`config.mk`:
```
export PLATFORM = sky130hd
export DESIGN_NAME = sw_hw_mailbox
export DESIGN_NICKNAME = d
export VERILOG_FILES = /design/src/rtl/sw_hw_mailbox_pkg.sv /design/src/rtl/mailbox_word_buf.sv /design/src/rtl/sw_hw_mailbox.sv
export SDC_FILE = /design/constraint.sdc
export NUM_CORES = 1
export LEC_CHECK = 0
export ABC_CLOCK_PERIOD_IN_PS = 4000
export CELL_PAD_IN_SITES_DETAIL_PLACEMENT = 1
export CELL_PAD_IN_SITES_GLOBAL_PLACEMENT = 1
export CORE_ASPECT_RATIO = 1.1
export CORE_MARGIN = 2
export CORE_UTILIZATION = 35
export DETAILED_ROUTE_END_ITERATION = 7
export PLACE_DENSITY = 0.82
export SLEW_MARGIN = 15
export SYNTH_ARGS = -nofsm -noshare
export SYNTH_HDL_FRONTEND = slang
export SYNTH_SLANG_ARGS = --single-unit
```
`constraint.sdc`:
```
create_clock -name Clk -period 4 [get_ports Clk]
set_clock_uncertainty 0.1 [all_clocks]
set_input_delay 0.8 -clock Clk [delete_from_list [all_inputs] [get_ports Clk]]
set_output_delay 0.8 -clock Clk [all_outputs]
set_load 0.05 [all_outputs]
```
`src/rtl/sw_hw_mailbox_pkg.sv`:
```
// Shared types and command/status codes for the SW<->HW PIO mailbox.
// Latency: n/a (definitions only).
// Backpressure: n/a (definitions only).
package sw_hw_mailbox_pkg;

  typedef enum logic [2:0] {
    ST_IDLE      = 3'd0,
    ST_WR_ACK    = 3'd1,
    ST_DISPATCH  = 3'd2,
    ST_WAIT_RES  = 3'd3,
    ST_RES_AVAIL = 3'd4,
    ST_RD_ACK    = 3'd5,
    ST_ERR       = 3'd6
  } mbox_state_t;

  // Software command on to_hw_sig
  localparam logic [1:0] CMD_IDLE  = 2'b00;
  localparam logic [1:0] CMD_WRITE = 2'b01;
  localparam logic [1:0] CMD_READ  = 2'b10;
  localparam logic [1:0] CMD_ABORT = 2'b11;

  // Hardware status on to_sw_sig
  localparam logic [1:0] STS_IDLE    = 2'b00;
  localparam logic [1:0] STS_ACK     = 2'b01;
  localparam logic [1:0] STS_RES_RDY = 2'b10;
  localparam logic [1:0] STS_ERROR   = 2'b11;

  function automatic int max_i(input int a, input int b);
    return (a > b) ? a : b;
  endfunction

endpackage

```
`src/rtl/mailbox_word_buf.sv`:
```
// Word register array: indexed single-word write, wide parallel load, flat wide read.
// Latency: write/load visible on o_rd_dat one cycle after the enable.
// Backpressure: none; always accepts, a parallel load wins over an indexed write.
module mailbox_word_buf #(
  parameter int DEPTH  = 4,
  parameter int WORD_W = 32,
  localparam int IDX_W = (DEPTH > 1) ? $clog2(DEPTH) : 1
) (
  input  logic                    i_clk,
  input  logic                    i_rst,
  input  logic                    i_wr_en,
  input  logic [IDX_W-1:0]        i_wr_idx,
  input  logic [WORD_W-1:0]       i_wr_dat,
  input  logic                    i_ld_en,
  input  logic [DEPTH*WORD_W-1:0] i_ld_dat,
  output logic [DEPTH*WORD_W-1:0] o_rd_dat
);

  logic [DEPTH*WORD_W-1:0] r_mem;

  // Storage: synchronous clear, whole-buffer load, or single indexed word write
  always_ff @(posedge i_clk) begin
    if (i_rst) begin
      r_mem <= '0;
    end else if (i_ld_en) begin
      r_mem <= i_ld_dat;
    end else begin
      for (int i = 0; i < DEPTH; i++) begin
        if (i_wr_en && (i_wr_idx == IDX_W'(i))) begin
          r_mem[i*WORD_W +: WORD_W] <= i_wr_dat;
        end
      end
    end
  end

  assign o_rd_dat = r_mem;

endmodule

```
`src/rtl/sw_hw_mailbox.sv`:
```
// PIO mailbox: gathers IN_WORDS software words into one engine message, returns OUT_WORDS result words.
// Latency: 1 cycle from command sample to status change; msg_valid rises 1 cycle after the last write's IDLE.
// Backpressure: msg_valid held until msg_ready; res_ready held until res_valid; SW paced by ACK/IDLE handshake.
module sw_hw_mailbox
  import sw_hw_mailbox_pkg::*;
#(
  parameter int WORD_W    = 32,
  parameter int IN_WORDS  = 4,
  parameter int OUT_WORDS = 4
) (
  input  logic                        Clk,
  input  logic                        Reset,
  input  logic [WORD_W-1:0]           to_hw_port,
  input  logic [1:0]                  to_hw_sig,
  output logic [WORD_W-1:0]           to_sw_port,
  output logic [1:0]                  to_sw_sig,
  output logic [IN_WORDS*WORD_W-1:0]  msg_data,
  output logic                        msg_valid,
  input  logic                        msg_ready,
  input  logic [OUT_WORDS*WORD_W-1:0] res_data,
  input  logic                        res_valid,
  output logic                        res_ready,
  output logic                        busy,
  output logic                        proto_err
);

  localparam int CNT_W    = $clog2(max_i(IN_WORDS, OUT_WORDS) + 1);
  localparam int IN_IDX_W = (IN_WORDS > 1) ? $clog2(IN_WORDS) : 1;
  localparam int OUT_IDX_W = (OUT_WORDS > 1) ? $clog2(OUT_WORDS) : 1;

  mbox_state_t       r_state, w_state_nxt;
  logic [CNT_W-1:0]  r_wcnt, w_wcnt_nxt;
  logic [CNT_W-1:0]  r_rcnt, w_rcnt_nxt;
  logic [1:0]        r_sts, w_sts_nxt;
  logic [WORD_W-1:0] r_port, w_port_nxt;
  logic              r_msg_vld, w_msg_vld_nxt;
  logic              r_res_rdy, w_res_rdy_nxt;
  logic              r_perr, w_perr_nxt;
  logic              r_pend, w_pend_nxt;
  logic              r_busy;

  logic                        w_in_wr;
  logic                        w_out_ld;
  logic                        w_in_flight;
  logic                        w_abort_now;
  logic [WORD_W-1:0]           w_next_word;
  logic [IN_WORDS*WORD_W-1:0]  w_in_flat;
  logic [OUT_WORDS*WORD_W-1:0] w_out_flat;

  mailbox_word_buf #(.DEPTH(IN_WORDS), .WORD_W(WORD_W)) u_in_buf (
    .i_clk    (Clk),
    .i_rst    (Reset),
    .i_wr_en  (w_in_wr),
    .i_wr_idx (r_wcnt[IN_IDX_W-1:0]),
    .i_wr_dat (to_hw_port),
    .i_ld_en  (1'b0),
    .i_ld_dat ('0),
    .o_rd_dat (w_in_flat)
  );

  mailbox_word_buf #(.DEPTH(OUT_WORDS), .WORD_W(WORD_W)) u_out_buf (
    .i_clk    (Clk),
    .i_rst    (Reset),
    .i_wr_en  (1'b0),
    .i_wr_idx ('0),
    .i_wr_dat ('0),
    .i_ld_en  (w_out_ld),
    .i_ld_dat (res_data),
    .o_rd_dat (w_out_flat)
  );

  // Result word that follows the one SW just read
  always_comb begin
    w_next_word = '0;
    for (int i = 0; i < OUT_WORDS; i++) begin
      if ((r_rcnt + CNT_W'(1)) == CNT_W'(i)) begin
        w_next_word = w_out_flat[i*WORD_W +: WORD_W];
      end
    end
  end

  // Next-state and next-output decode; ABORT is deferred while an engine handshake is open
  always_comb begin
    w_state_nxt   = r_state;
    w_wcnt_nxt    = r_wcnt;
    w_rcnt_nxt    = r_rcnt;
    w_sts_nxt     = r_sts;
    w_port_nxt    = r_port;
    w_msg_vld_nxt = r_msg_vld;
    w_res_rdy_nxt = r_res_rdy;
    w_perr_nxt    = r_perr;
    w_pend_nxt    = r_pend;
    w_in_wr       = 1'b0;
    w_out_ld      = 1'b0;
    w_in_flight   = (r_state == ST_DISPATCH) || (r_state == ST_WAIT_RES);
    w_abort_now   = r_pend || (to_hw_sig == CMD_ABORT);

    if ((to_hw_sig == CMD_ABORT) && !w_in_flight) begin
      w_state_nxt = ST_IDLE;
      w_wcnt_nxt  = '0;
      w_rcnt_nxt  = '0;
      w_sts_nxt   = STS_IDLE;
      w_port_nxt  = '0;
      w_perr_nxt  = 1'b0;
      w_pend_nxt  = 1'b0;
    end else begin
      case (r_state)
        ST_IDLE: begin
          if (to_hw_sig == CMD_WRITE) begin
            w_in_wr     = 1'b1;
            w_sts_nxt   = STS_ACK;
            w_state_nxt = ST_WR_ACK;
          end else if (to_hw_sig == CMD_READ) begin
            w_sts_nxt   = STS_ERROR;
            w_perr_nxt  = 1'b1;
            w_state_nxt = ST_ERR;
          end
        end
        ST_WR_ACK: begin
          if (to_hw_sig == CMD_IDLE) begin
            w_sts_nxt = STS_IDLE;
            if (r_wcnt == CNT_W'(IN_WORDS - 1)) begin
              w_wcnt_nxt    = '0;
              w_msg_vld_nxt = 1'b1;
              w_state_nxt   = ST_DISPATCH;
            end else begin
              w_wcnt_nxt  = r_wcnt + CNT_W'(1);
              w_state_nxt = ST_IDLE;
            end
          end else if (to_hw_sig == CMD_READ) begin
            w_sts_nxt   = STS_ERROR;
            w_perr_nxt  = 1'b1;
            w_state_nxt = ST_ERR;
          end
        end
        ST_DISPATCH: begin
          if (to_hw_sig == CMD_ABORT) begin
            w_pend_nxt = 1'b1;
          end else if (to_hw_sig != CMD_IDLE) begin
            w_perr_nxt = 1'b1;
          end
          if (msg_ready) begin
            w_msg_vld_nxt = 1'b0;
            w_res_rdy_nxt = 1'b1;
            w_state_nxt   = ST_WAIT_RES;
          end
        end
        ST_WAIT_RES: begin
          if (to_hw_sig == CMD_ABORT) begin
            w_pend_nxt = 1'b1;
          end else if (to_hw_sig != CMD_IDLE) begin
            w_perr_nxt = 1'b1;
          end
          if (res_valid && r_res_rdy) begin
            w_res_rdy_nxt = 1'b0;
            if (w_abort_now) begin
              // Aborted exchange: consume the result but never show it to SW
              w_state_nxt = ST_IDLE;
              w_wcnt_nxt  = '0;
              w_rcnt_nxt  = '0;
              w_sts_nxt   = STS_IDLE;
              w_port_nxt  = '0;
              w_perr_nxt  = 1'b0;
              w_pend_nxt  = 1'b0;
            end else begin
              w_out_ld    = 1'b1;
              w_port_nxt  = res_data[WORD_W-1:0];
              w_sts_nxt   = STS_RES_RDY;
              w_state_nxt = ST_RES_AVAIL;
            end
          end
        end
        ST_RES_AVAIL: begin
          if (to_hw_sig == CMD_READ) begin
            w_sts_nxt   = STS_ACK;
            w_state_nxt = ST_RD_ACK;
          end else if (to_hw_sig == CMD_WRITE) begin
            w_sts_nxt   = STS_ERROR;
            w_perr_nxt  = 1'b1;
            w_state_nxt = ST_ERR;
          end
        end
        ST_RD_ACK: begin
          if (to_hw_sig == CMD_IDLE) begin
            if (r_rcnt == CNT_W'(OUT_WORDS - 1)) begin
              w_rcnt_nxt  = '0;
              w_sts_nxt   = STS_IDLE;
              w_port_nxt  = '0;
              w_state_nxt = ST_IDLE;
            end else begin
              w_rcnt_nxt  = r_rcnt + CNT_W'(1);
              w_port_nxt  = w_next_word;
              w_sts_nxt   = STS_RES_RDY;
              w_state_nxt = ST_RES_AVAIL;
            end
          end else if (to_hw_sig == CMD_WRITE) begin
            w_sts_nxt   = STS_ERROR;
            w_perr_nxt  = 1'b1;
            w_state_nxt = ST_ERR;
          end
        end
        ST_ERR: begin
          w_sts_nxt = STS_ERROR;
        end
        default: begin
          w_state_nxt = ST_IDLE;
        end
      endcase
    end
  end

  // State, counters and registered outputs
  always_ff @(posedge Clk) begin
    if (Reset) begin
      r_state   <= ST_IDLE;
      r_wcnt    <= '0;
      r_rcnt    <= '0;
      r_sts     <= STS_IDLE;
      r_port    <= '0;
      r_msg_vld <= 1'b0;
      r_res_rdy <= 1'b0;
      r_perr    <= 1'b0;
      r_pend    <= 1'b0;
      r_busy    <= 1'b0;
    end else begin
      r_state   <= w_state_nxt;
      r_wcnt    <= w_wcnt_nxt;
      r_rcnt    <= w_rcnt_nxt;
      r_sts     <= w_sts_nxt;
      r_port    <= w_port_nxt;
      r_msg_vld <= w_msg_vld_nxt;
      r_res_rdy <= w_res_rdy_nxt;
      r_perr    <= w_perr_nxt;
      r_pend    <= w_pend_nxt;
      r_busy    <= (w_state_nxt != ST_IDLE);
    end
  end

  assign to_sw_port = r_port;
  assign to_sw_sig  = r_sts;
  assign msg_data   = w_in_flat;
  assign msg_valid  = r_msg_vld;
  assign res_ready  = r_res_rdy;
  assign busy       = r_busy;
  assign proto_err  = r_perr;

endmodule

```
After elaboration in Yosys (flattened, before gate mapping). Index checks and enable logic that the tools add are counted.

Bitwise gates (word level): 1. Add/sub/neg operators: 2. Reduce and logical (&&, ||, !) cells: 29. Multiplexer cells: 69. Eq/ne operators: 27.

Operators by type and width (number): 2-to-1 mux 32 bit (8); one-hot mux 32 bit (2 select lines) (1); 2-to-1 mux 3 bit (17); 2-to-1 mux 1 bit (25); one-hot mux 3 bit (7 select lines) (1); 2-to-1 mux 2 bit (10); == test 3 x 2 -> 1 bit, second input constant (6); != test 2 bit, second input constant (9); one-hot mux 2 bit (6 select lines) (1); one-hot mux 3 bit (2 select lines) (2); AND reduction 4 bit (3); nonzero test 6 bit (2); AND reduction 5 bit (2); nonzero test 2 bit (5); == test 3 bit, second input constant (3); == test 2 bit, second input constant (4); adder 3 x 1 -> 3 bit, second input constant (2); == test 3 x 1 -> 1 bit, second input constant (2); logical AND 1 bit (6); zero test 3 bit (2); one-hot mux 1 bit (2 select lines) (3); one-hot mux 1 bit (6 select lines) (1); == test 2 x 1 -> 1 bit, second input constant (2); zero test 2 bit (2); 8 further kinds (9).

Register bits: 304. Input port bits: 166. Output and inout port bits: 166.

Logic depth before layout (Yosys ltp). Gate-level depths: netlist of the first run.

Depth in word-level cells: 9. Gate-level depth with buffers: 9. Depth with buffers taken out: 7.

By module. Synthesis of the first run repeated with hierarchy kept, for this count alone.

Cell total of the unflattened synthesis: 1773. Area total of the unflattened synthesis: 16245.6 sq um.

Modules (own cells, without submodules): mailbox_word_buf (area an instance 6426.2 sq um, times used 2, cells each 655); sw_hw_mailbox (area an instance 3393.3 sq um, times used 1, cells each 463).

Least setup slack after synthesis of the first run. OpenSTA, ideal clock, no wires.

Path kind: reg2reg. From: register r_rcnt[0]. To: register r_port[1], in the netlist to_sw_port[1]. Required time: 3826 ps. Arrival time: 1910 ps. Slack: 1916 ps. Library setup time: 74 ps. Stages on the path, launching flop included: 9. Cells stage by stage: dfxtp_1 > ha_1 > ha_1 > buf_2 > nand2_2 > clkbuf_1 > nor2_1 > or3_1 > a31oi_1.

Word-level cells in the longest chain between the ends: 9. Elaborated cells on any way between the ends: 13. Those cells by class: add/sub (1); eq/ne (4); mux (7); reduce/logical (1).

RTL lines: start: declaration (line sw_hw_mailbox.sv:33) `logic [CNT_W-1:0] r_rcnt, w_rcnt_nxt;`; start signal: assignment (line sw_hw_mailbox.sv:228) `r_rcnt <= w_rcnt_nxt;`; adder 3 x 1 -> 3 bit (line sw_hw_mailbox.sv:76) `if ((r_rcnt + CNT_W'(1)) == CNT_W'(i)) begin`; zero test 3 bit (line sw_hw_mailbox.sv:76); 2-to-1 mux 32 bit (4 in series) (line sw_hw_mailbox.sv:76); 2-to-1 mux 32 bit (*) (line sw_hw_mailbox.sv:185) `if (r_rcnt == CNT_W'(OUT_WORDS - 1)) begin`; 2-to-1 mux 32 bit (*) (line sw_hw_mailbox.sv:184) `if (to_hw_sig == CMD_IDLE) begin`; one-hot mux 32 bit (2 select lines) (*) (line sw_hw_mailbox.sv:107) `case (r_state)`; end signal: assignment (line sw_hw_mailbox.sv:230) `r_port <= w_port_nxt;`; end: declaration (line sw_hw_mailbox.sv:35) `logic [WORD_W-1:0] r_port, w_port_nxt;`.

Every way passes the cells marked *; elsewhere a longest branch is shown, timed or not. The select of a mux whose other input is x is not followed. A chain may end at the register's enable or synchronous reset.

Worst setup path in the final report of the first run.
From: register r_rcnt[1]. To: register r_port[13], in the netlist to_sw_port[13].

Same word-level chain as after synthesis.

==> impl_results.md, run 1 <==
* Seq/Total Area, Yosys at 49.0%
* Initial antenna violation count at 5
* Clock transition at path regs at around 0.060 ns
* Final Max Tran Viols at 0
* RSZ-0062 raised after global routing: no
* First-pass GRT wire length at just over 70000 um
* Post-detail-place hpwl at roughly 32000 um
* Cell variety after synth at 53
* Clock tree buffer depth at 3
* LEAKAGE at ~5.7 nW
* Die outline height at 202 um
* Kind of critical path: flip-flop to flip-flop
* Slew Limit Headroom at between 30 and 40%
* Aggregate global routing overflow at 0
* Commonest non-fill, non-tap cell in the layout: nand2_1
* Fin area at roughly 0.017 mm2
* R2r startpoint: r_rcnt[1]$_SDFFE_PP0P_
* Worst reg2reg endpoint: to_sw_port[13]$_SDFFE_PP0P_
* Die X-Extent at approximately 180 um
* Max-cap viol count at 0
* Top post-synthesis cells by area: dfxtp_1 49%, nand2_1 18%, a21oi_1 13%
* Hold Fails Final Rpt at 0
* Fmax at 356 MHz
* DRT antenna net count at 0
* Slew @ Worst Pin at between 0.9 and 1 ns
* DRT Pass-1 Iters at 4
* Row cnt at around 70
* Setup WS pre-CTS at a little under 0.8 ns
* Hold EP: u_in_buf.o_rd_dat[43]$_SDFFE_PP0P_
* CTS Buf Count at 34
* Post-synth top area cell: dfxtp_1
* Area of the multi-input gates at around 0.0057 mm2
* Most frequent cells in the layout: 580 x nand2_1, 330 x clkdlybuf4s50_1, 329 x a21oi_1
* Worst Path Max Fanout at 40
* Synthesized area at ~0.012 mm2
* Vias in the first global route at between 10000 and 15000
* Number of DRC markers in iteration 0 at between 500 and 600
* Setup ws final at about 1.2 ns
* CORE AREA at ~0.035 mm2
* Fin crit period at ~2.8 ns
* WP data arrival at about 3.2 ns
* Overall routing resource usage at approximately 24%
* CP required at approximately 4.3 ns
* Layout net count at 2067
* Hold Buf Count CTS at 0
* Period utilization at 70.3%
* Seq cells post-synth at ~300
* Setup TNS at 0 ns
* Worst min-delay path category: flip-flop to flip-flop
* Final WL at between 40000 and 50000 um
* Post-Syn Nets at ~1800
* Vias per inst at around 5.3
* Postcts setup bufs at 0
* Post-synth top flop: dfxtp_1
* Vias at 12500
* DP Area at about 0.016 mm2
* CTS tree: built
* Register Area at between 0.006 and 0.007 mm2
* Status: completed
* Clock root buffer: clkbuf_16
* Pin count of the biggest net entering global routing at between 100 and 150
* Ratio of cells with drive above 1 in the final layout at roughly 4.7%
* Pwr Density at about 400 mW/mm2
* Placed Instances at ~2300
* Clock latency at the later pin of the worst-skew pair at approximately 0.52 ns
* Avg Inst Size Synth at about 7.6 um2
* Initial cell density of the core at between 30% and 40%
* Syn. warnings at 0
* Finished Layout Cells at roughly 2400
* Total power draw at around 0.0067 W
* FILL cells at 4204
* Min-delay src: u_in_buf.o_rd_dat[43]$_SDFFE_PP0P_
* Routability cong. at about 0.8
* Clock sink total at 304
* Post-CTS Resized at 0
* Average wire per standard cell at 19.5 um
* Area delta synth->final at 36.6%
* DRC Markers at 0
* Critical path endpoint category: flip-flop
* Synth top area share at approximately half
* IO buf count at around 330
* Post-synth EDFFs at 0
* Hold path cells at 2
* Final number of setup-violating endpoints at 0
* Maximum vdd ir drop at around 0.22 mV
* Reg2reg path depth at 8
* Async set or reset register ratio after synthesis at 0%
* Startpoint Class: flip-flop
* Cells after synthesis at 1633
* Die area at between 0.03 and 0.04 mm2
* Htree depth at 2
* Ports at 332
* FF-to-FF setup slack at about 1.2 ns
==> routing by layer <==
layer	global-route usage, %	share of wire [%]
met1	27.9	40
met2	43.1	49
met3	5.18	6.6
met4	9.69	4.1
met5	0	0.11
==> power by group <==
group	internal (W)	total (W)	leakage (nW)	switching, W
registers	0.00307	0.00311	2.45	0.0000423
logic	0.000268	0.000626	2.70	0.000359
clock network	0.00178	0.00300	0.520	0.00122
==> area by class of cell <==
| cell class | count | share of cell area, % |
|---|---|---|
| flip-flops and latches | 304 | 35.8 |
| multi-input cells | 1183 | 33.5 |
| repair buffers | 357 | 20.9 |
| clock buffers | 51 | 6.12 |
| well taps | 444 | 3.27 |
| inverters | 10 | 0.221 |
| clock inverters | 3 | 0.0884 |
| diodes | 2 | 0.0295 |
==> synth_stat cells (2+ instances only) <==
cell type / n
nand4_1: 2
clkbuf_1: 64
a32oi_1: 19
and3b_1: 2
and2_1: 5
nand2_2: 3
a22o_1: 2
a21oi_1: 329
nand2_1: 580
nor3b_1: 14
a211oi_1: 2
buf_2: 49
inv_1: 10
mux2i_1: 2
nor2b_1: 17
nand2b_1: 4
buf_1: 4
nor3_1: 15
nor2_1: 29
dfxtp_1: 304
a21o_1: 2
ha_1: 11
and3_1: 2
o21ai_0: 59
a31oi_1: 21
buf_6: 4
or3_1: 21
nand3_1: 7
o311a_1: 13
buf_4: 14
==> cells by family after synthesis <==
kind of cell    after synthesis  synth area share [%]
xor+xnor                      1                0.0705
flops                       304                  49.0
compound gates              462                  20.6
simple gates                706                  23.5
fa+ha+maj                    12                  1.19
mux                           2                 0.161
buf+inv                     146                  5.58
==> metrics by stage <==
stage	hold WS, ns	utilization [%]
4_1_cts	0.355	48.4
2_1_floorplan	0.337	-
6_report	0.354	48.5
3_5_place_dp	0.346	45.4
3_3_place_gp	0.340	45.4
5_1_grt	0.372	48.4
==> worst max-delay path by stage <==
stage / slack [ns] / to / start
5_1_grt: 1.0 / to_sw_port[13]$_SDFFE_PP0P_ / r_rcnt[1]$_SDFFE_PP0P_
3_3_place_gp: 0.91 / u_in_buf.o_rd_dat[107]$_SDFFE_PP0P_ / to_hw_sig[0]
6_report: 1.19 / to_sw_port[13]$_SDFFE_PP0P_ / r_rcnt[1]$_SDFFE_PP0P_
3_5_place_dp: 0.79 / u_in_buf.o_rd_dat[50]$_SDFFE_PP0P_ / to_hw_sig[0]
4_1_cts: 1.21 / to_sw_port[13]$_SDFFE_PP0P_ / r_rcnt[1]$_SDFFE_PP0P_
2_1_floorplan: 1.92 / to_sw_port[1]$_SDFFE_PP0P_ / r_rcnt[0]$_SDFFE_PP0P_
==> registers in the layout (all words and copies together) (netlist names) <==
register	flops
u_out_buf.o_rd_dat	128
proto_err	1
r_state	3
u_in_buf.o_rd_dat	128
to_sw_port	32
busy	1
msg_valid	1
r_rcnt	3
r_pend	1
r_wcnt	3
to_sw_sig	2
res_ready	1
==> critical path, cell delays in order (launching register included) <==
cell and delay (ns):
dfxtp_1 0.34, inv_1 0.09, ha_2 0.65, buf_4 0.41
o31a_1 0.56, a21oi_1 0.10, nor3_1 0.24, a21oi_1 0.07
a21oi_1 0.16
No activity file was read; power rests on OpenSTA's default activity.
==> run 2: changes to the inputs <==
--- a/config.mk
+++ b/config.mk
@@ -5,7 +5,7 @@
 export SDC_FILE = /design/constraint.sdc
 export NUM_CORES = 1
 export LEC_CHECK = 0
-export ABC_CLOCK_PERIOD_IN_PS = 4000
+export ABC_CLOCK_PERIOD_IN_PS = 2900
 export CELL_PAD_IN_SITES_DETAIL_PLACEMENT = 1
 export CELL_PAD_IN_SITES_GLOBAL_PLACEMENT = 1
 export CORE_ASPECT_RATIO = 1.1
==> constraint.sdc (replaced) <==
create_clock -name Clk -period 2.9 [get_ports Clk]
set_clock_uncertainty 0.1 [all_clocks]
set_input_delay 0.58 -clock Clk [delete_from_list [all_inputs] [get_ports Clk]]
set_output_delay 0.58 -clock Clk [all_outputs]
set_load 0.05 [all_outputs]
==> run 2 against run 1 <==
Non-clock buffer count is 21 higher. Die area unchanged. Combinational power up 47%. Utilization up 0.95 points. Clock power is 41% higher. Sequential share of layout area down 0.69 points. Routed wire length rose by 3.7%. Highest routed layer unchanged. Sequential cell count stayed put.
==> impl_results.md, run 2 (synthesis gave the netlist of run 1 again) <==
* Vias in the first global route at approximately 13000
* Commonest non-fill, non-tap cell in the layout: nand2_1
* Routability cong. at about 0.81
* First-pass GRT wire length at between 70000 and 80000 um
* Hold Fails Final Rpt at 0
* Maximum vdd ir drop at about 0.34 mV
* Hold Buf Count CTS at 0
* Clock latency at the later pin of the worst-skew pair at approximately 0.52 ns
* Max-cap viol count at 0
* RSZ-0062 raised after global routing: no
* Slowest cell delay on critical path at ~0.9 ns
* Initial antenna violation count at 6
* FILL cells at about 4200
* Fmax at between 300 and 400 MHz
* Die X-Extent at ~180 um
* Die outline height at about 200 um
* Post-detail-place hpwl at roughly 33000 um
* Period utilization at between 80% and 90%
* Pwr Density at roughly 540 mW/mm2
* Fin crit period at 2.56 ns
* LEAKAGE at 5.84 nW
* Vias per inst at around 5.4
* Final Util at 49.4%
* DRT Pass-1 Iters at 5
* Kind of critical path: flip-flop to output port
* Setup TNS at 0 ns
* Cell Chain, Critical Path: clkdlybuf4s50_1
* Setup WS pre-CTS at about 0.27 ns
* Slew Limit Headroom at between 40 and 50%
* Final WL at roughly 48000 um
* Post-CTS Resized at 0
* Worst min-delay path category: input port to flip-flop
* Final Max Tran Viols at 0
* Setup ws final at 0.337 ns
* Final number of setup-violating endpoints at 0
* Postcts setup bufs at 0
* WP data arrival at 1.88 ns
* Overall routing resource usage at between 20% and 30%
* DRC Markers at 0
* Fin area at approximately 0.017 mm2
* Initial cell density of the core at between 30% and 40%
* Clock root buffer: clkbuf_16
* Layout net count at 2088
* Critical path endpoint category: output port
* Area delta synth->final at 39.3%
* Clock tree buffer depth at 3
* Htree depth at 2
* Startpoint Class: flip-flop
* IO buf count at about 330
* Die area at between 0.03 and 0.04 mm2
* Pin count of the biggest net entering global routing at 130
* CTS Buf Count at 34
* CORE AREA at ~0.035 mm2
* Aggregate global routing overflow at 0
* Total power draw at around 0.0094 W
* Worst path buffer plus inverter count at 1
* Clock transition at path regs at roughly 0.060 ns
* Average wire per standard cell at 20.1 um
* Slew @ Worst Pin at a little over 0.8 ns
* Ports at between 300 and 400
* Vias at approximately 13000
* Row cnt at slightly above 70
* Most frequent cells in the layout: 580 x nand2_1, 330 x clkdlybuf4s50_1, 329 x a21oi_1
* Worst Path Max Fanout at 6
* Slowest cell on crit path: clkdlybuf4s50_1
* Ratio of cells with drive above 1 in the final layout at 5.92%
* DP Area at 0.0162 mm2
* Number of DRC markers in iteration 0 at 674
* CTS tree: built
* CP required at ~2.2 ns
* DRT antenna net count at 0
* CP delay by family, top: buffers and inverters
* Status: completed
* Clock sink total at 304
## run 2: changes by cell type in the layout (fill, tap and decap cells not counted)
cell	before	now
inv_6	0	1
clkbuf_1	8	2
clkbuf_16	37	35
buf_12	3	16
buf_4	23	31
clkinv_2	3	4
clkbuf_8	7	10
bufinv_16	0	1
## run 2: path summary, 6_finish.rpt
| kind | startpoint | end | slack [ns] | cells after the start |
|---|---|---|---|---|
| min | Reset | msg_valid$_SDFFE_PP0P_ | 0.22 | 2 |
| max | to_sw_sig[1]$_SDFFE_PP0P_ | to_sw_sig[1] | 0.34 | 1 |
| max reg2reg | r_rcnt[1]$_SDFFE_PP0P_ | to_sw_port[3]$_SDFFE_PP0P_ | 0.36 | 8 |
| min reg2reg | u_in_buf.o_rd_dat[88]$_SDFFE_PP0P_ | u_in_buf.o_rd_dat[88]$_SDFFE_PP0P_ | 0.35 | 2 |
## run 2: metrics by stage
step	cells	hold WS, ns
2_1_floorplan	1633	0.337
3_3_place_gp	2319	0.340
3_5_place_dp	2319	0.346
4_1_cts	2371	0.198
5_1_grt	2372	0.201
6_report	2373	0.221
## run 2: final cells by class
type / count / area [um2] / area share, %
diodes: 2 / 5.00 / 0.0289
clock buffers: 46 / 1010 / 5.82
clock inverters: 6 / 58.8 / 0.340
inverters: 10 / 37.5 / 0.217
multi-input cells: 1183 / 5690 / 32.9
flip-flops and latches: 304 / 6090 / 35.2
well taps: 444 / 556 / 3.21
repair buffers: 378 / 3870 / 22.4
## run 2: worst register-to-register path, delay by kind of cell, from the launching register on
| kind | cells | cell delay, ns |
|---|---|---|
| and+or+nand+nor | 1 | 0.35 |
| DFF | 1 | 0.34 |
| AOI/OAI and AO/OA | 4 | 0.64 |
| adders and majority gates | 1 | 0.72 |
| buffers and inverters | 2 | 0.31 |
## run 2: power by group
group | total (W) | switching [W] | leakage, nW | internal [W]
clock | 0.00422 | 0.00173 | 0.533 | 0.00250
combinational | 0.000923 | 0.000533 | 2.85 | 0.000390
sequential | 0.00427 | 0.0000375 | 2.45 | 0.00423
## run 2: metal layers
layer	GRT usage, %	part of all wire (%)
met1	28.4	39
met2	44.1	49
met3	5.18	6.2
met4	13.3	5.5
met5	0	0.084
